File: config.mk
export PLATFORM = sky130hd
export DESIGN_NAME = neuron_in_stager
export DESIGN_NICKNAME = d
export VERILOG_FILES = /design/src/rtl/neuron_pkg.sv /design/src/rtl/neuron_slot_reg.sv /design/src/rtl/neuron_in_stager.sv
export SDC_FILE = /design/constraint.sdc
export NUM_CORES = 1
export LEC_CHECK = 0
export CELL_PAD_IN_SITES_DETAIL_PLACEMENT = 0
export CELL_PAD_IN_SITES_GLOBAL_PLACEMENT = 1
export CORE_ASPECT_RATIO = 2
export CORE_UTILIZATION = 37
export CTS_BUF_LIST = sky130_fd_sc_hd__clkbuf_8
export DETAILED_ROUTE_END_ITERATION = 16
export PLACE_DENSITY = 0.91
export REMOVE_ABC_BUFFERS = 1
export SLEW_MARGIN = 15
export SYNTH_ARGS = -nofsm -noshare
export SYNTH_HDL_FRONTEND = slang
export SYNTH_SLANG_ARGS = --single-unit
File: constraint.sdc
create_clock -name clk -period 2.55 [get_ports clk]
set_clock_uncertainty 0.05 [all_clocks]
set_input_delay 0.255 -clock clk [delete_from_list [all_inputs] [get_ports clk]]
set_output_delay 0.255 -clock clk [all_outputs]
set_load 0.02 [all_outputs]
File: src/rtl/neuron_pkg.sv
// Shared definitions for the neuron input stager and its reference models.
package neuron_pkg;

  localparam int DW_DEF = 8;
  localparam int OW_DEF = 16;

  // Stager FSM encodings
  localparam logic [1:0] FILL = 2'd0;
  localparam logic [1:0] EVAL = 2'd1;
  localparam logic [1:0] OUT  = 2'd2;

  // Neuron weights and bias, for reference models outside the stager
  localparam int W0   = -5;
  localparam int W1   = 10;
  localparam int W2   = 27;
  localparam int W3   = -13;
  localparam int BIAS = 7;

endpackage

File: src/rtl/neuron_slot_reg.sv
// Bank of N_IN activation slots: indexed write, zero-fill above the written
// index (short vectors) and a whole-bank clear.
module neuron_slot_reg
  import neuron_pkg::*;
#(
  parameter int N_IN = 4,
  parameter int DW   = DW_DEF,
  parameter int CNTW = (N_IN > 1) ? $clog2(N_IN) : 1
) (
  input  logic                     clk,
  input  logic                     rst_n,
  input  logic                     clr,
  input  logic                     we,
  input  logic                     zfill,
  input  logic [CNTW-1:0]          idx,
  input  logic [DW-1:0]            din,
  output logic [N_IN-1:0][DW-1:0]  q
);

  // Clear beats write; a write with zfill also zeroes every slot above idx
  always_ff @(posedge clk or negedge rst_n) begin
    if (!rst_n) begin
      q <= '0;
    end else if (clr) begin
      q <= '0;
    end else if (we) begin
      for (int i = 0; i < N_IN; i++) begin
        if (CNTW'(i) == idx) begin
          q[i] <= din;
        end else if (zfill && (CNTW'(i) > idx)) begin
          q[i] <= '0;
        end
      end
    end
  end

endmodule

File: src/rtl/neuron_in_stager.sv
// Flow-controlled stage around the combinational neuron: assembles a byte
// stream into a parallel vector, holds it for one evaluation cycle, registers
// the result and offers it downstream.
//
// Handshakes: a transfer happens on a rising edge where valid and ready are
// both high; valid, once raised, is held with its data until that edge, and
// ready may depend on state but never on valid.
module neuron_in_stager
  import neuron_pkg::*;
#(
  parameter int N_IN = 4,
  parameter int DW   = DW_DEF,
  parameter int OW   = OW_DEF,
  parameter int CW   = 16
) (
  input  logic          clk,
  input  logic          rst_n,
  input  logic          flush,
  input  logic          s_valid,
  output logic          s_ready,
  input  logic [DW-1:0] s_data,
  input  logic          s_last,
  output logic [DW-1:0] inp0,
  output logic [DW-1:0] inp1,
  output logic [DW-1:0] inp2,
  output logic [DW-1:0] inp3,
  input  logic [OW-1:0] nrn_out,
  output logic          m_valid,
  input  logic          m_ready,
  output logic [OW-1:0] m_data,
  output logic [CW-1:0] vec_cnt,
  output logic [1:0]    state_dbg
);

  localparam int CNTW = (N_IN > 1) ? $clog2(N_IN) : 1;

  logic [1:0]                state;
  logic [CNTW-1:0]           cnt;
  logic                      alive;
  logic [N_IN-1:0][DW-1:0]   slots;
  logic                      in_hs;
  logic                      out_hs;
  logic                      last_slot;
  logic                      slot_clr;

  assign s_ready   = alive && (state == FILL);
  assign m_valid   = (state == OUT);
  assign in_hs     = s_valid && s_ready && !flush;
  assign out_hs    = m_valid && m_ready && !flush;
  assign last_slot = (cnt == CNTW'(N_IN - 1));
  assign slot_clr  = flush || out_hs;
  assign state_dbg = state;

  // Slot outputs feed the neuron directly so the vector never glitches
  assign inp0 = slots[0];
  assign inp1 = slots[1];
  assign inp2 = slots[2];
  assign inp3 = slots[3];

  neuron_slot_reg #(
    .N_IN (N_IN),
    .DW   (DW),
    .CNTW (CNTW)
  ) u_slots (
    .clk   (clk),
    .rst_n (rst_n),
    .clr   (slot_clr),
    .we    (in_hs),
    .zfill (s_last),
    .idx   (cnt),
    .din   (s_data),
    .q     (slots)
  );

  // Holds s_ready low until the first edge after reset release
  always_ff @(posedge clk or negedge rst_n) begin
    if (!rst_n) alive <= 1'b0;
    else        alive <= 1'b1;
  end

  // Main FSM: fill slots, one evaluation cycle, then hold the result
  always_ff @(posedge clk or negedge rst_n) begin
    if (!rst_n) begin
      state   <= FILL;
      cnt     <= '0;
      m_data  <= '0;
      vec_cnt <= '0;
    end else if (flush) begin
      state <= FILL;
      cnt   <= '0;
    end else begin
      case (state)
        FILL: begin
          if (in_hs) begin
            cnt <= cnt + 1'b1;
            if (last_slot || s_last) state <= EVAL;
          end
        end
        EVAL: begin
          m_data <= nrn_out;
          cnt    <= '0;
          state  <= OUT;
        end
        OUT: begin
          if (m_ready) begin
            vec_cnt <= vec_cnt + 1'b1;
            state   <= FILL;
          end
        end
        default: begin
          state <= FILL;
          cnt   <= '0;
        end
      endcase
    end
  end

endmodule

==> metrics.log <==
INFO  metric crit_path_max_incr_delay = 700 ps
INFO  metric max-clock-path-buffers = 2
INFO  metric min_period_over_period = 80.1%
INFO  metric ys_dominant_reg_cell = sky130_fd_sc_hd__dfrtp_1
INFO  metric cts_buffers = 9
INFO  metric cts.sink_count = 69
INFO  metric peakVddDrop = 542 uV
INFO  metric clock_tree.htree_level_count = 3
INFO  metric crit_path_end_kind = output pin
INFO  metric nNetsFinal = 392
INFO  metric core_area = 7890 um^2
INFO  metric period_minus_slack = 2040 ps
INFO  metric grt-ovfl-total = 0
INFO  metric initial_core_util = 37.8%
INFO  metric placed_cell_area = 4100 um^2
INFO  metric report.final.setup_viol = 0
INFO  metric remaining_routing_drc_violations = 0
INFO  metric pwr_density_cell = 595 nW/um^2
INFO  metric worstSkewPairLatency = 330 ps
INFO  metric p_leak = 1.86 nW
INFO  metric port_buffers = 97
INFO  metric clockRootBuffer = sky130_fd_sc_hd__clkbuf_8
INFO  metric timing.max_cap.violations = 0
INFO  metric die_w = 65.5 um
INFO  metric first_global_vias = 2,259
INFO  metric mostFrequentLayoutCells = sky130_fd_sc_hd__clkdlybuf4s50_1, sky130_fd_sc_hd__dfrtp_1, sky130_fd_sc_hd__nor2_1, sky130_fd_sc_hd__nand2_1, sky130_fd_sc_hd__mux2i_1
INFO  metric leading_cell_type_in_the_layout_fill_and_taps_excluded = sky130_fd_sc_hd__clkdlybuf4s50_1
INFO  metric ys_async_sr_fraction = 100%
INFO  metric startpoint = state_dbg[1]$_DFFE_PN0P_
INFO  metric outcome = finished, final reports clean
INFO  metric critPathKind = flip-flop to output pin
INFO  metric num_antenna_cells = 0
INFO  metric slowest_stage = sky130_fd_sc_hd__clkdlybuf4s50_1
INFO  metric grt_start_max_net_pins = 36
INFO  metric post-synth-top-area-cell = sky130_fd_sc_hd__dfrtp_1
INFO  metric fmaxAchievable = 0.490 GHz
INFO  metric worstPathArrival = 1740 ps
INFO  metric globalRouteTotalUtil = 18.3%
INFO  metric detail_route.wl_per_cell = 15.8 um
INFO  metric worst-endpoint-required = 2250 ps
INFO  metric floorplan.die_area = 8440 um^2
INFO  metric cts.repair.resized = 0
INFO  metric io_pins = 98
INFO  metric synth_top_cell_area_share = 58.0%
INFO  metric routed-via-count = 2,307
INFO  metric critPathMaxFanout = 7
INFO  metric fin_total_pwr = 2.55 mW
INFO  metric ys_top_cells_by_area = sky130_fd_sc_hd__dfrtp_1, sky130_fd_sc_hd__mux2i_1, sky130_fd_sc_hd__mux2_2, sky130_fd_sc_hd__nor2_1, sky130_fd_sc_hd__xnor2_1
INFO  metric syn2layout_area_growth = 43.6%
INFO  metric fraction_of_final_layout_cells_sized_beyond_drive_strength_1 = 10.5%
INFO  metric cts.clk_slew.worst_paths = 70 ps
INFO  metric synth_warnings = 0
INFO  metric synth.ff_latch_count = 69
INFO  metric crit-reg2reg-launch = cnt[0]$_DFFE_PN0P_
INFO  metric hold_path_startpoint = vec_cnt[15]$_DFFE_PN0P_
INFO  metric fin_worst_hold_slack = 439 ps
INFO  metric worst_pin_slew = 913 ps
INFO  metric postCtsSetupBuffers = 0
INFO  metric setup_tns = 0 ps
INFO  metric max_slew_margin = 39.1%
INFO  metric grt_first_pass_wirelength = 11,400 um
INFO  metric stdcell_area = 4280 um^2
INFO  metric drt.antenna.violating_nets = 0
INFO  metric tritoncts = done
INFO  metric synth-seq-area-share = 58.0%
INFO  metric synthDistinctLibCells = 35
INFO  metric avgViaCountPerCell = 5.04
INFO  metric hp-class = flip-flop to flip-flop
INFO  metric syn-instance-count = 249
INFO  metric synth_area_per_cell = 12.0 um^2
INFO  metric hold_violations = 0
INFO  metric routabilityCongestion = 0.757
INFO  metric synth_enable_flop_cells = 0
INFO  metric routed_wl = 7240 um
INFO  metric rsz0062_at_grt = no
INFO  metric final-max-slew-violation-count = 0
INFO  metric fp-row-count = 46
INFO  metric grt_antenna_before_repair = 0
INFO  metric setup.worst_path.start_class = flip-flop
INFO  metric die_h = 129 um
INFO  metric worstPathCellList = nor2b_1 > clkdlybuf4s50_1
INFO  metric detailedRoute.firstIterationViolations = 168
INFO  metric dp_hpwl = 5500 um
INFO  metric synth_area = 2980 um^2
INFO  metric first_pass_iters = 4
[state kept, by name, indices dropped and copies added (netlist names)]
signal	flops
cnt	2
alive	1
u_slots.q	32
vec_cnt	16
m_data	16
state_dbg	2
[cells by family (layout without fill, tap and decap cells)]
family	Yosys count	count (layout)	synth area share (%)
AND/OR/NAND/NOR	92	92	16.3
flip-flops	69	69	58.0
multiplexers	33	33	11.8
AO/OA/AOI/OAI	22	22	5.54
XOR/XNOR	16	16	4.70
buffers and inverters	11	124	1.51
adder cells (fa/ha/maj)	5	5	2.10
other	1	1	0.126
[per-layer routing]
layer | wire length, um | global-route usage (%) | up-vias
met5 | 0 | 0 | -
met4 | 139 | 8.70 | 0
met3 | 293 | 3.81 | 11
met2 | 4100 | 33.6 | 82
met1 | 2710 | 19.2 | 1135
li1 | - | - | 1079
[per-stage QoR]
step           utilization [%]  setup WS, ps  cells
3_3_place_gp              52.0           428    441
3_5_place_dp              52.0           402    441
2_1_floorplan                -           434    241
4_1_cts                   54.3           489    458
6_report                  54.3           508    458
5_1_grt                   54.3           358    458
[Yosys cell counts, types with 2 or more instances]
cell type / count
sky130_fd_sc_hd__nand4_1: 4
sky130_fd_sc_hd__inv_1: 2
sky130_fd_sc_hd__buf_1: 2
sky130_fd_sc_hd__mux2_1: 4
sky130_fd_sc_hd__xor2_1: 5
sky130_fd_sc_hd__nand2_1: 18
sky130_fd_sc_hd__and3_1: 2
sky130_fd_sc_hd__buf_2: 3
sky130_fd_sc_hd__a22oi_1: 8
sky130_fd_sc_hd__mux2_2: 12
sky130_fd_sc_hd__nand3_1: 15
sky130_fd_sc_hd__clkbuf_1: 3
sky130_fd_sc_hd__nor3_1: 6
sky130_fd_sc_hd__nor2_1: 27
sky130_fd_sc_hd__and2_1: 9
sky130_fd_sc_hd__xnor2_1: 11
sky130_fd_sc_hd__mux2i_1: 17
sky130_fd_sc_hd__nand2b_1: 3
sky130_fd_sc_hd__ha_1: 5
sky130_fd_sc_hd__a21oi_1: 10
sky130_fd_sc_hd__dfrtp_1: 69
[worst paths after layout]
kind / endpoint / slack [ps] / cells past startpoint
min in group asynchronous: u_slots.q[10]$_DFFE_PN0P_ / 490 / 2
worst max-delay path: m_valid / 510 / 2
max in group asynchronous: u_slots.q[6]$_DFFE_PN0P_ / 1300 / 3
worst max register to register: u_slots.q[17]$_DFFE_PN0P_ / 540 / 6
worst min-delay path: vec_cnt[15]$_DFFE_PN0P_ / 440 / 1
worst min register to register: vec_cnt[15]$_DFFE_PN0P_ / 440 / 1
[worst max-delay path, delay by kind of cell, from the launching register on]
family,cells,cell delay (ps)
flops,1,450
simple gates,1,260
buf+inv,1,700
[area by class of cell]
class / instances / area, um^2
clock buffers: 11 / 151
clock inverters: 5 / 20.0
fillers: 710 / 3610
inverters: 3 / 11.3
multi-input cells: 169 / 1210
flip-flops and latches: 69 / 1730
well taps: 96 / 120
repair buffers: 105 / 1040
[power by group]
group          internal, mW  leakage, nW  switching (mW)
Sequential             1.18        0.926          0.0539
Clock                 0.391        0.104           0.381
Combinational         0.272        0.834           0.265
Total                  1.85         1.86           0.700
[what timing repair did]
item | in CTS | in global routing
hold buffers | 1 | 0
hold endpoints to repair | 34 | 0
endpoints found under the setup margin | 0 | 0
Note: power is estimated with default switching activity, not from simulation.
